[src/rtl/wordle_pkg.sv]
// wordle_pkg: shared constants for the Wordle scorer.
//   NUM_LETTERS / LW : default word length and bits per letter code
//   MAX_LETTER       : largest legal letter code (Z)
//   GRAY/YELLOW/GREEN: two-bit colour codes used in the result vector
//   ST_*             : FSM state encoding
package wordle_pkg;

  localparam int NUM_LETTERS = 5;
  localparam int LW          = 5;
  localparam int MAX_LETTER  = 25;

  localparam logic [1:0] GRAY   = 2'b00;
  localparam logic [1:0] YELLOW = 2'b01;
  localparam logic [1:0] GREEN  = 2'b10;

  localparam logic [2:0] ST_IDLE   = 3'd0;
  localparam logic [2:0] ST_CHECK  = 3'd1;
  localparam logic [2:0] ST_GREEN  = 3'd2;
  localparam logic [2:0] ST_YELLOW = 3'd3;
  localparam logic [2:0] ST_DONE   = 3'd4;

endpackage

[src/rtl/wordle_first_match.sv]
// wordle_first_match: combinational search for the lowest-index answer letter
// that equals `letter` and has not yet been consumed.
//   letter : LW-bit letter code being looked up
//   answer : packed answer word, letter j at [LW*j +: LW]
//   used   : per-answer-letter consumed flags
//   hit    : a matching unused letter exists
//   sel    : one-hot select of that letter (all zero when hit=0)
module wordle_first_match #(
  parameter int NUM_LETTERS = 5,
  parameter int LW          = 5
) (
  input  logic [LW-1:0]             letter,
  input  logic [NUM_LETTERS*LW-1:0] answer,
  input  logic [NUM_LETTERS-1:0]    used,
  output logic                      hit,
  output logic [NUM_LETTERS-1:0]    sel
);

  // Ascending scan; once hit is set, later positions are ignored so only the
  // lowest matching index is selected.
  always_comb begin
    hit = 1'b0;
    sel = '0;
    for (int j = 0; j < NUM_LETTERS; j++) begin
      if (!hit && !used[j] && (answer[LW*j +: LW] == letter)) begin
        sel[j] = 1'b1;
        hit    = 1'b1;
      end
    end
  end

endmodule

[src/rtl/wordle_scorer.sv]
// wordle_scorer: scores one Wordle guess against a hidden answer, one letter
// per cycle (green pass, then yellow pass).
//   board_clk, reset : clock, asynchronous active-high reset
//   start            : begin scoring (only looked at in IDLE)
//   guess, answer    : packed words, letter i at [LW*i +: LW], i=0 leftmost
//   busy             : FSM is not in IDLE
//   done             : one-cycle pulse while in DONE
//   result           : colour of letter i at [2i+1:2i]
//   win, invalid     : all-green flag / illegal letter code flag
//   state_dbg        : current FSM state (ST_* encoding)
// Handshake: start is a level request; a run is accepted at the rising edge
// where state is IDLE and start=1. Results are valid from done and held until
// the next accepted start.
module wordle_scorer #(
  parameter int NUM_LETTERS = wordle_pkg::NUM_LETTERS,
  parameter int LW          = wordle_pkg::LW
) (
  input  logic                      board_clk,
  input  logic                      reset,
  input  logic                      start,
  input  logic [NUM_LETTERS*LW-1:0] guess,
  input  logic [NUM_LETTERS*LW-1:0] answer,
  output logic                      busy,
  output logic                      done,
  output logic [2*NUM_LETTERS-1:0]  result,
  output logic                      win,
  output logic                      invalid,
  output logic [2:0]                state_dbg
);

  import wordle_pkg::GRAY;
  import wordle_pkg::YELLOW;
  import wordle_pkg::GREEN;
  import wordle_pkg::MAX_LETTER;
  import wordle_pkg::ST_IDLE;
  import wordle_pkg::ST_CHECK;
  import wordle_pkg::ST_GREEN;
  import wordle_pkg::ST_YELLOW;
  import wordle_pkg::ST_DONE;

  localparam int IW = (NUM_LETTERS > 1) ? $clog2(NUM_LETTERS) : 1;
  localparam int WW = NUM_LETTERS * LW;

  logic [2:0]               state_q,   state_d;
  logic [WW-1:0]            guess_q,   guess_d;
  logic [WW-1:0]            answer_q,  answer_d;
  logic [IW-1:0]            idx_q,     idx_d;
  logic [NUM_LETTERS-1:0]   used_q,    used_d;
  logic [2*NUM_LETTERS-1:0] result_q,  result_d;
  logic                     win_q,     win_d;
  logic                     invalid_q, invalid_d;

  // Letter/colour at the current index, and whole-word checks.
  logic [LW-1:0]          cur_g, cur_a;
  logic [1:0]             cur_res;
  logic                   bad_code;
  logic                   fm_hit;
  logic [NUM_LETTERS-1:0] fm_sel;

  always_comb begin
    cur_g    = '0;
    cur_a    = '0;
    cur_res  = GRAY;
    bad_code = 1'b0;
    for (int i = 0; i < NUM_LETTERS; i++) begin
      if (idx_q == IW'(i)) begin
        cur_g   = guess_q[LW*i +: LW];
        cur_a   = answer_q[LW*i +: LW];
        cur_res = result_q[2*i +: 2];
      end
      if ((guess_q[LW*i +: LW] > LW'(MAX_LETTER)) ||
          (answer_q[LW*i +: LW] > LW'(MAX_LETTER)))
        bad_code = 1'b1;
    end
  end

  wordle_first_match #(
    .NUM_LETTERS (NUM_LETTERS),
    .LW          (LW)
  ) u_first_match (
    .letter (cur_g),
    .answer (answer_q),
    .used   (used_q),
    .hit    (fm_hit),
    .sel    (fm_sel)
  );

  always_comb begin
    logic all_green;
    state_d   = state_q;
    guess_d   = guess_q;
    answer_d  = answer_q;
    idx_d     = idx_q;
    used_d    = used_q;
    result_d  = result_q;
    win_d     = win_q;
    invalid_d = invalid_q;
    all_green = 1'b0;

    case (state_q)
      ST_IDLE: begin
        if (start) begin
          guess_d   = guess;
          answer_d  = answer;
          result_d  = '0;
          win_d     = 1'b0;
          invalid_d = 1'b0;
          used_d    = '0;
          idx_d     = '0;
          state_d   = ST_CHECK;
        end
      end

      ST_CHECK: begin
        idx_d = '0;
        if (bad_code) begin
          invalid_d = 1'b1;
          state_d   = ST_DONE;
        end else begin
          state_d = ST_GREEN;
        end
      end

      ST_GREEN: begin
        if (cur_g == cur_a) begin
          for (int i = 0; i < NUM_LETTERS; i++) begin
            if (idx_q == IW'(i)) begin
              result_d[2*i +: 2] = GREEN;
              used_d[i]          = 1'b1;
            end
          end
        end
        if (idx_q == IW'(NUM_LETTERS - 1)) begin
          idx_d   = '0;
          state_d = ST_YELLOW;
        end else begin
          idx_d = idx_q + IW'(1);
        end
      end

      ST_YELLOW: begin
        // Greens already own their answer letters via used_q, so only the
        // remaining letters are eligible for yellow credit.
        if ((cur_res != GREEN) && fm_hit) begin
          for (int i = 0; i < NUM_LETTERS; i++) begin
            if (idx_q == IW'(i)) result_d[2*i +: 2] = YELLOW;
          end
          used_d = used_q | fm_sel;
        end
        if (idx_q == IW'(NUM_LETTERS - 1)) begin
          idx_d     = '0;
          state_d   = ST_DONE;
          all_green = 1'b1;
          for (int i = 0; i < NUM_LETTERS; i++) begin
            if (result_d[2*i +: 2] != GREEN) all_green = 1'b0;
          end
          // Registered on entry so win is already valid while done is high.
          win_d = all_green;
        end else begin
          idx_d = idx_q + IW'(1);
        end
      end

      ST_DONE: state_d = ST_IDLE;

      default: state_d = ST_IDLE;
    endcase
  end

  always_ff @(posedge board_clk or posedge reset) begin
    if (reset) begin
      state_q   <= ST_IDLE;
      guess_q   <= '0;
      answer_q  <= '0;
      idx_q     <= '0;
      used_q    <= '0;
      result_q  <= '0;
      win_q     <= 1'b0;
      invalid_q <= 1'b0;
    end else begin
      state_q   <= state_d;
      guess_q   <= guess_d;
      answer_q  <= answer_d;
      idx_q     <= idx_d;
      used_q    <= used_d;
      result_q  <= result_d;
      win_q     <= win_d;
      invalid_q <= invalid_d;
    end
  end

  assign busy      = (state_q != ST_IDLE);
  assign done      = (state_q == ST_DONE);
  assign result    = result_q;
  assign win       = win_q;
  assign invalid   = invalid_q;
  assign state_dbg = state_q;

endmodule

[config.mk]
export PLATFORM = sky130hd
export DESIGN_NAME = wordle_scorer
export DESIGN_NICKNAME = d
export VERILOG_FILES = /design/src/rtl/wordle_pkg.sv /design/src/rtl/wordle_first_match.sv /design/src/rtl/wordle_scorer.sv
export SDC_FILE = /design/constraint.sdc
export NUM_CORES = 1
export LEC_CHECK = 0
export ABC_CLOCK_PERIOD_IN_PS = 4300
export BUFFER_PORTS_ARGS = -buffer_cell sky130_fd_sc_hd__buf_2
export CAP_MARGIN = 20
export CELL_PAD_IN_SITES_DETAIL_PLACEMENT = 0
export CELL_PAD_IN_SITES_GLOBAL_PLACEMENT = 1
export CORE_MARGIN = 2
export CORE_UTILIZATION = 40
export CTS_BUF_LIST = sky130_fd_sc_hd__clkbuf_8
export CTS_CLUSTER_DIAMETER = 80
export CTS_CLUSTER_SIZE = 8
export DETAILED_ROUTE_END_ITERATION = 8
export HOLD_SLACK_MARGIN = 0.15
export PLACE_DENSITY_LB_ADDON = 0.25
export SKIP_LAST_GASP = 1
export SLEW_MARGIN = 20
export SYNTH_ARGS = -nofsm -noshare
export SYNTH_HDL_FRONTEND = slang
export SYNTH_SLANG_ARGS = --single-unit
[constraint.sdc]
create_clock -name board_clk -period 4.3 [get_ports board_clk]
set_clock_uncertainty 0.05 [all_clocks]
set_input_delay 0.215 -clock board_clk [delete_from_list [all_inputs] [get_ports board_clk]]
set_output_delay 0.215 -clock board_clk [all_outputs]
set_load 0.005 [all_outputs]
==> results by stage, run 1 <==
Power:
- Registers are responsible for 33.6% of the overall power.
- Net switching is approximately 47% of the power.
- The net switching power is 1.928 mW.
- Internal power comes to 2.154 mW.
- The total power per unit cell area is between 700 and 800 nW/um^2.
- The clock network accounts for 12.2% of the total power.
- VDD sags by at most 0.3412 mV.
- The share of power burned in combinational logic is 54.2%.
- The cell leakage power is 2.491 nW.

Floorplanning:
- The die is about 110 um tall.
- In this run the count of I/O pins placed on the die edge is 70.
- The count of standard-cell rows is 37.
- The floorplan step defined a die boundary enclosing ~12000 sq um.
- The core region area is between 10000 and 15000 sq um.
- The horizontal die dimension is 107.6 um.
- The effective utilization at floorplan is 41.37%.

Worst setup path:
- For this run, the slowest stage of the critical path takes 0.72 ns.
- At the worst endpoint, the required time is 4.54 ns.
- For this design, the slowest cell found on the critical path is sky130_fd_sc_hd__ha_1.
- The signal on the critical path passes through inv_1 > ha_1 > a21oi_1 > a221oi_1 > o21ai_0 > a22o_1 > or4_1 > nand4_1 > o21bai_2 > a21oi_2 > a32o_1.
- The worst register-to-register path begins at idx_q[0].
- The maximum fanout encountered on the critical timing path is 25.
- The worst setup path is launched from a flip-flop.
- Tracing the worst setup path back leads to its startpoint at idx_q[0].
- The sort of element at the end of the critical path is a flip-flop.
- The critical path is of the reg2reg type.
- Counting both buffers and inverters, the worst setup path holds a total of 1.
- STA puts the critical path data arrival time at 3.96 ns.
- In this design, the largest share of critical-path delay is due to compound AO/OA/AOI/OAI gates.

STA:
- For the pin with the worst max-slew slack, the measured transition is 0.8381 ns.
- The maximum frequency from static timing analysis is between 0.2 and 0.3 GHz.
- Setup repair after global routing left no endpoint under its margin.
- The hold violation total from the final report is 0.
- The worst max-slew margin expressed relative to the limit is between 40% and 50%.
- The total of endpoints with negative setup slack in the final report is 0.
- The number of pins with negative max-slew slack in the final report is 0.
- The fraction of the cycle the final worst path needs is roughly 86%.
- The final-layout setup total negative slack is 0 ns.
- The worst path in the final design needs a cycle of 3.713 ns, including I/O delays and setup.

Synthesis:
- Of the post-synthesis cell area, the part taken by muxes is 1.429%.
- The area of the mapped netlist is 4290 sq um.
- Synthesis instantiated 54 different standard cells from the library.
- In the synthesized netlist the dominant register cell turns out to be sky130_fd_sc_hd__dfrtp_1.
- Synthesis produced a netlist whose cell count is 518.
- After Yosys synthesis, and, or, nand and nor cells account for 25.58% of the synthesized area.
- Sorting the synthesized cells by area gives the leading types as sky130_fd_sc_hd__dfrtp_1, sky130_fd_sc_hd__nand2_1, sky130_fd_sc_hd__o21ai_0, sky130_fd_sc_hd__xnor2_1, sky130_fd_sc_hd__a21oi_1.
- The fraction of the mapped netlist area in adder cells is 1.458%.
- The parity-gate share of the synthesized area counting xor and xnor cells is 4.083%.
- After synthesis, the mean cell area works out to 8.283 sq um.
- When the netlist entered floorplanning its net count stood at 576.
- By area, the combinational part of the netlist is dominated by simple AND/OR/NAND/NOR gates.
- The async set-or-reset flop fraction in the synthesized netlist is 100.0%.
- After synthesis the netlist holds a flip-flop and latch count of 73.
- The portion of the post-synthesis area used by sequential elements is 42.58%.
- sky130_fd_sc_hd__dfrtp_1 takes more of the synthesized area than any other cell.
- The warning count from the yosys run is 0.
- The share of Yosys cell area claimed by the top area cell type is 42.58%.
- The synthesized netlist devotes 19.77% of its cell area to compound gates.
- Counting flops with a built-in enable in the synthesized netlist gives 0.

Final layout:
- Once layout is complete, the cells apart from fillers number 769.
- The layout overhead on the synthesized area is 26.36%.
- The total number of nets in the final design is 686.
- The filler cells instantiated in the layout total 1028.
- In the final layout, the share of cells above drive strength 1 is 16.59%.
- The diode insertion count for antenna repair is 0.

Global routing:
- For this run the aggregate overflow at the end of global routing stands at 0.
- The number of antenna violations at the first check in global routing is 0.
- The number of global-route vias before repair is between 3000 and 4000.
- The largest net degree at the start of global routing is 47.
- The first global-routing pass estimated around 20 mm of wire.
- In the global route stage, overall resource usage came out at roughly 22%.

Placed design:
- At the end of routability-driven placement, the weighted congestion stood at 0.8949.
- In this run the tool buffered the top-level ports with 69 buffer cells.
- The HPWL after detailed placement is 8.762 mm.
- The total placed cells including tap cells is 701.

CTS:
- The clock transition at the register clock pins on the worst setup and hold paths after CTS is around 0.08 ns.
- At the later pin of the worst-skew pair, clock insertion delay measures 0.36 ns.
- TritonCTS built the clock tree.
- The clock root buffer master is sky130_fd_sc_hd__clkbuf_8.
- The clock tree buffer depth is 2.
- The number of CTS-inserted buffers is 9.
- The clock sink count is 73.
- The count of H-tree levels built during CTS is 3.

Routing:
- The first detailed-routing pass ran for 5 iterations.
- After the first detailed-routing iteration, the DRC count stood at between 200 and 250.
- The routed layout has 4072 vias.
- The average wire per cell in the routed design is 15.92 um.
- Once detail routing completed, the nets flagged for antenna violations numbered 0.
- The post-detailed-route via-to-cell ratio is around 5.3.
- The wire length after detailed routing is 12.25 mm.
- After detailed routing, the number of remaining DRC violations is 0.

Worst hold path:
- The worst hold path belongs to the class in2async.

Job:
- Across the run, the number of max-cap violations was 0.

Run status:
- The flow ran to the end, and the final reports show no timing, DRC or antenna violations.
placed cells by master, fill, tap and decap left out, types with 6 or more instances in the layout:
cell / count
sky130_fd_sc_hd__nand3b_1: 12
sky130_fd_sc_hd__a21oi_1: 26
sky130_fd_sc_hd__xnor2_1: 15
sky130_fd_sc_hd__o21a_1: 7
sky130_fd_sc_hd__clkbuf_8: 10
sky130_fd_sc_hd__o211ai_1: 12
sky130_fd_sc_hd__buf_2: 69
sky130_fd_sc_hd__a221oi_1: 6
sky130_fd_sc_hd__nand2_1: 152
sky130_fd_sc_hd__o21ai_0: 30
sky130_fd_sc_hd__inv_1: 20
sky130_fd_sc_hd__buf_4: 7
sky130_fd_sc_hd__dlygate4sd3_1: 52
sky130_fd_sc_hd__a211oi_1: 6
sky130_fd_sc_hd__a22o_1: 7
sky130_fd_sc_hd__dfrtp_1: 73
sky130_fd_sc_hd__nor2b_1: 10
sky130_fd_sc_hd__nor2_1: 19
sky130_fd_sc_hd__nand3_1: 8
sky130_fd_sc_hd__nor3_1: 12
synthesized netlist by cell type, drive strengths merged, types with 3 or more instances:
cell,instances
a211oi,6
a21o,3
a21oi,29
a221oi,7
a22o,7
a32o,3
and2,3
buf,10
clkbuf,19
dfrtp,73
ha,5
inv,21
mux2i,5
nand2,152
nand2b,3
nand3,8
nand3b,12
nand4,5
nor2,19
nor2b,10
nor3,13
nor4bb,3
o211ai,12
o21a,7
o21ai,30
or4,3
xnor2,15
xor2,5
cell families (layout without fill, tap and decap cells):
kind of cell	Yosys count	count (layout)
AOI/OAI and AO/OA	124	124
xor gates and xnor gates	20	20
adders and majority gates	5	5
buffers and inverters	50	165
DFF	73	73
muxes	6	6
and+or+nand+nor	240	240
tightest hold or removal path, cell delays in order:
cell and delay, ns:
sky130_fd_sc_hd__dlygate4sd3_1 0.53, sky130_fd_sc_hd__buf_2 0.12, sky130_fd_sc_hd__inv_2 0.47
cell type report:
type | instances | area [sq um] | area share, %
Clock inverter | 6 | 43.79 | 0.8078
Timing Repair Buffer | 128 | 918.4 | 16.94
Clock buffer | 10 | 137.6 | 2.539
Tap cell | 136 | 170.2 | 3.139
Sequential cell | 73 | 1827 | 33.69
Inverter | 21 | 78.83 | 1.454
Multi-Input combinational cell | 395 | 2246 | 41.43
power groups by stage:
stage | registers, mW | clock network, mW | logic (mW)
after floorplan | 1.22 | 0 | 1.74
after global placement | 1.38 | 0 | 2.15
after detailed placement | 1.38 | 0 | 2.17
after CTS | 1.37 | 0.506 | 2.23
after global routing | 1.42 | 0.539 | 2.50
final | 1.37 | 0.496 | 2.21
sequential cells by signal (all words and copies together), names as in the netlist:
name       count
answer_q      25
guess_q       25
idx_q          3
invalid        1
result        10
state_dbg      3
used_q         5
win            1
layer usage:
| metal | GRT usage (%) | vias to the layer above | wire [um] |
|---|---|---|---|
| li1 | - | 2019 | - |
| met1 | 30.30 | 1919 | 5675 |
| met2 | 36.75 | 114 | 5757 |
| met3 | 3.148 | 20 | 544 |
| met4 | 8.425 | 0 | 267 |
| met5 | 0 | - | 0 |
stage by stage:
stage          worst slack (ns)  util, %  power [mW]  hold WS (ns)  area (sq um)
2_1_floorplan            0.8846        -       2.960        0.2704          4290
3_3_place_gp             0.7615    45.51       3.522        0.3055          4720
3_5_place_dp             0.6787    45.51       3.554        0.3009          4720
4_1_cts                  0.6182    52.28       4.100        0.4511          5421
5_1_grt                  0.2198    52.28       4.454        0.4676          5421
6_report                 0.5872    52.28       4.082        0.4427          5421
path summary, 6_finish.rpt:
path	depth (start not counted)	slack, ns	endpoint
min reg2reg	2	0.44	invalid
max in group asynchronous	4	2.75	answer_q[24]
max reg2reg	11	0.59	used_q[4]
min	3	0.44	state_dbg[2]
max	11	0.59	used_q[4]
min in group board_clk	2	0.44	invalid
repair_timing:
item | 4_1_cts | 5_1_grt
buffers inserted | 0 | 0
hold endpoints to repair | 80 | 0
hold buffers | 52 | 0
setup endpoints to repair | 0 | 0
gates resized for setup | 0 | 0
Power figures use the tool's default switching activity.
==> inputs of run 2 (changes only) <==
--- a/config.mk
+++ b/config.mk
@@ -10,7 +10,8 @@
 export CAP_MARGIN = 20
 export CELL_PAD_IN_SITES_DETAIL_PLACEMENT = 0
 export CELL_PAD_IN_SITES_GLOBAL_PLACEMENT = 1
-export CORE_MARGIN = 2
+export CORE_ASPECT_RATIO = 2
+export CORE_MARGIN = 1.5
 export CORE_UTILIZATION = 40
 export CTS_BUF_LIST = sky130_fd_sc_hd__clkbuf_8
 export CTS_CLUSTER_DIAMETER = 80
==> run 2 against run 1 <==
Sequential power hardly changed. Combinational power is 5% higher. Highest routed layer unchanged. Clock power is 45% higher. Via count is 3.9% higher. Die area is 1.5% lower. Non-clock buffer count is 3 higher. Wire length is 10% higher. Sequential share of layout area is 0.66 points lower.
==> results by stage, run 2 (synthesized netlist as in run 1, its figures left out) <==
Final layout:
- The total number of nets in the final design is 689 (+0.44%).
- The share of layout cells above drive strength 1 is 16.85% (+0.26 points).
- The diode insertion count for antenna repair is 0 (unchanged).
- The final-layout fill cell count is 1045 (+1.7%).
- The library cell used most frequently in the layout, excluding fill and tap cells, is sky130_fd_sc_hd__nand2_1.
- The final non-filler cell area is 5530 sq um (+2.0%).
- In the layout the commonest cells are sky130_fd_sc_hd__nand2_1, sky130_fd_sc_hd__dfrtp_1, sky130_fd_sc_hd__buf_2.
- Relative to the synthesized area, the layout overhead comes to 28.90%.
- The area occupied by registers was 1827 sq um (unchanged).
- The area occupied by multi-input gates is 2247 sq um (about the same).

Worst setup path:
- The worst setup path is captured at a flip-flop.
- The end point of the critical path is used_q[4].
- The cell depth of the worst flop-to-flop path is 11 (unchanged).
- The reg-to-reg setup timing slack is 0.70 ns (+0.11 ns).
- The classification of the worst setup path is reg2reg.
- The slowest stage of the critical path belongs to the cell sky130_fd_sc_hd__ha_1.
- The data required time of the critical path is 4.55 ns (about the same).
- The startpoint kind of the worst setup timing path is a flip-flop.
- The endpoint identified for the worst register-to-register timing path is used_q[4].
- The arrival time reported for the critical path endpoint is 3.85 ns (-0.11 ns).
- The signal on the critical path passes through inv_1 > ha_1 > a21oi_1 > a221oi_1 > nor2_1 > xnor2_1 > or4b_1 > nand4_1 > o21bai_2 > a21oi_2 > a32o_1.
- The maximum single-stage delay on the critical path is 0.62 ns (-0.10 ns).
- The maximum fanout encountered on the critical timing path is 21 (-16%).
- In this run the critical register-to-register path is launched from idx_q[1].
- The critical path starts at idx_q[1].

Power:
- The cell leakage power is 2.555 nW (+2.6%).
- The total power per unit cell area is 799.9 nW/um^2 (+6.2%).
- The peak supply drop is 0.3325 mV (-2.6%).

Floorplanning:
- The floorplan die area is 11390 sq um (-1.5%).
- The count of standard-cell rows is 53 (+43%).
- The horizontal die dimension is 76.23 um (-29%).
- The height of the die came to 149.5 um (+39%).
- The I/O pin total is 70 (unchanged).
- The effective utilization at floorplan is 40.95% (-0.42 points).
- The core region area was 10480 sq um (+1.0%).

STA:
- Setup repair after global routing left no endpoint under its margin.
- The maximum frequency from static timing analysis was 0.2779 GHz (+3.2%).
- The worst max-slew margin expressed relative to the limit is 45.13% (+1.0 points).
- The fraction of the cycle the final worst path needs is 83.69% (-2.7 points).
- The minimum clock period is 3.599 ns (-0.1140 ns).
- The number of pins with negative max-slew slack in the final report is 0 (unchanged).
- The hold violation total from the final report is 0 (unchanged).
- The transition time of the tightest slew-check pin came to 0.8210 ns (-0.01710 ns).
- The final-layout setup total negative slack is 0 ns (unchanged).
- The total of endpoints with negative setup slack in the final report is 0 (unchanged).

CTS:
- The clock root buffer master is sky130_fd_sc_hd__clkbuf_8.
- The clock sink count is 73 (unchanged).
- The buffer count from post-CTS setup fixing is 0 (unchanged).
- The insertion delay of the later-clocked pin in the worst-skew pair is 0.35 ns (about the same).
- The clock tree buffer depth is 2 (unchanged).
- The number of CTS-inserted buffers is 9 (unchanged).
- The TritonCTS clock tree is built.
- The count of H-tree levels built during CTS is 3 (unchanged).
- The clock transition at the register clock pins on the worst setup and hold paths after CTS is 0.08 ns (about the same).

Routing:
- The post-detailed-route via-to-cell ratio is 5.482 (+3.5%).
- The remaining routing DRC violations is 0 (unchanged).
- The wire length after detailed routing is 13.52 mm (+10%).
- The initial detailed-routing violation count was 276 (+24%).
- The number of nets with antenna violations after routing came to 0 (unchanged).
- The detailed-route via count came to 4232 (+3.9%).
- The length of the first detailed-routing pass in iterations is 5 (unchanged).
- The average wire per cell in the routed design is 17.51 um (+10%).

Global routing:
- The number of global-route vias before repair is 4210 (+5.5%).
- The remaining global-route overflow is 0 (unchanged).
- The wire length of the first global-routing pass is 21.55 mm (+6.1%).
- The number of antenna violations at the first check in global routing was 0 (unchanged).
- The total track usage came to 24.75% (+2.3 points).
- The largest net degree at the start of global routing is 65 (+38%).

Run status:
- The flow ran to the end, and the final reports show no timing, DRC or antenna violations.

Job:
- The max-cap check violation count is 0 (unchanged).

Placed design:
- The post-placement cell area is 4743 sq um (+0.50%).
- The number of port buffers is 69 (unchanged).
- The HPWL after detailed placement is 10.12 mm (+16%).
- The final RePlAce weighted congestion is 0.9055 (+1.2%).

Worst hold path:
- The class of the tightest hold or removal check is reg2reg.
==> run 2: area by class of cell <==
class / count / share of cell area [%]
Sequential cell: 73 / 33.03
Timing Repair Buffer: 131 / 17.01
Inverter: 21 / 1.425
Clock buffer: 10 / 2.489
Clock inverter: 5 / 2.308
Multi-Input combinational cell: 395 / 40.63
Tap cell: 137 / 3.100
==> run 2: what timing repair did <==
| item | CTS | global route |
|---|---|---|
| hold endpoints to repair | 85 | 0 |
| hold buffers | 52 | 0 |
| gates resized for setup | 0 | 0 |
==> run 2: metrics by stage <==
stage,util [%],power [mW],instances,setup WS (ns),hold slack [ns]
2_1_floorplan,-,2.960,518,0.8846,0.2704
3_3_place_gp,45.27,3.625,705,0.7775,0.3252
3_5_place_dp,45.27,3.668,705,0.7294,0.3316
4_1_cts,52.77,4.429,772,0.6916,0.4465
5_1_grt,52.78,4.743,772,0.3077,0.4800
6_report,52.78,4.423,772,0.7012,0.4451
==> run 2: worst min path at each step <==
stage,to,slack (ns),depth (start not counted),from
after floorplan,answer_q[10],0.27,2,answer[10]
after global placement,answer_q[0],0.33,2,reset
after detailed placement,answer_q[0],0.33,2,reset
after CTS,guess_q[5],0.45,2,guess_q[5]
after global routing,guess_q[24],0.48,2,guess_q[24]
final,guess_q[5],0.45,2,guess_q[5]
==> run 2: critical path, delay by kind of cell, from the launching register on <==
kind / cells / cell delay, ns
xor+xnor: 1 / 0.20
flops: 1 / 0.41
fa+ha+maj: 1 / 0.62
buf+inv: 1 / 0.12
compound gates: 5 / 1.27
simple gates: 3 / 0.87
==> run 2: layer usage <==
layer,vias up,global-route usage [%],routed length (um)
met5,-,0,0
li1,2026,-,-
met1,2067,25.10,4935
met3,30,4.146,356
met4,0,13.24,599
met2,109,47.41,7629
==> run 2: where the power goes <==
group	leakage, nW	switching [mW]	internal (mW)
registers	0.911	0.398	0.996
clock network	0.129	0.260	0.457
logic	1.52	1.36	0.954
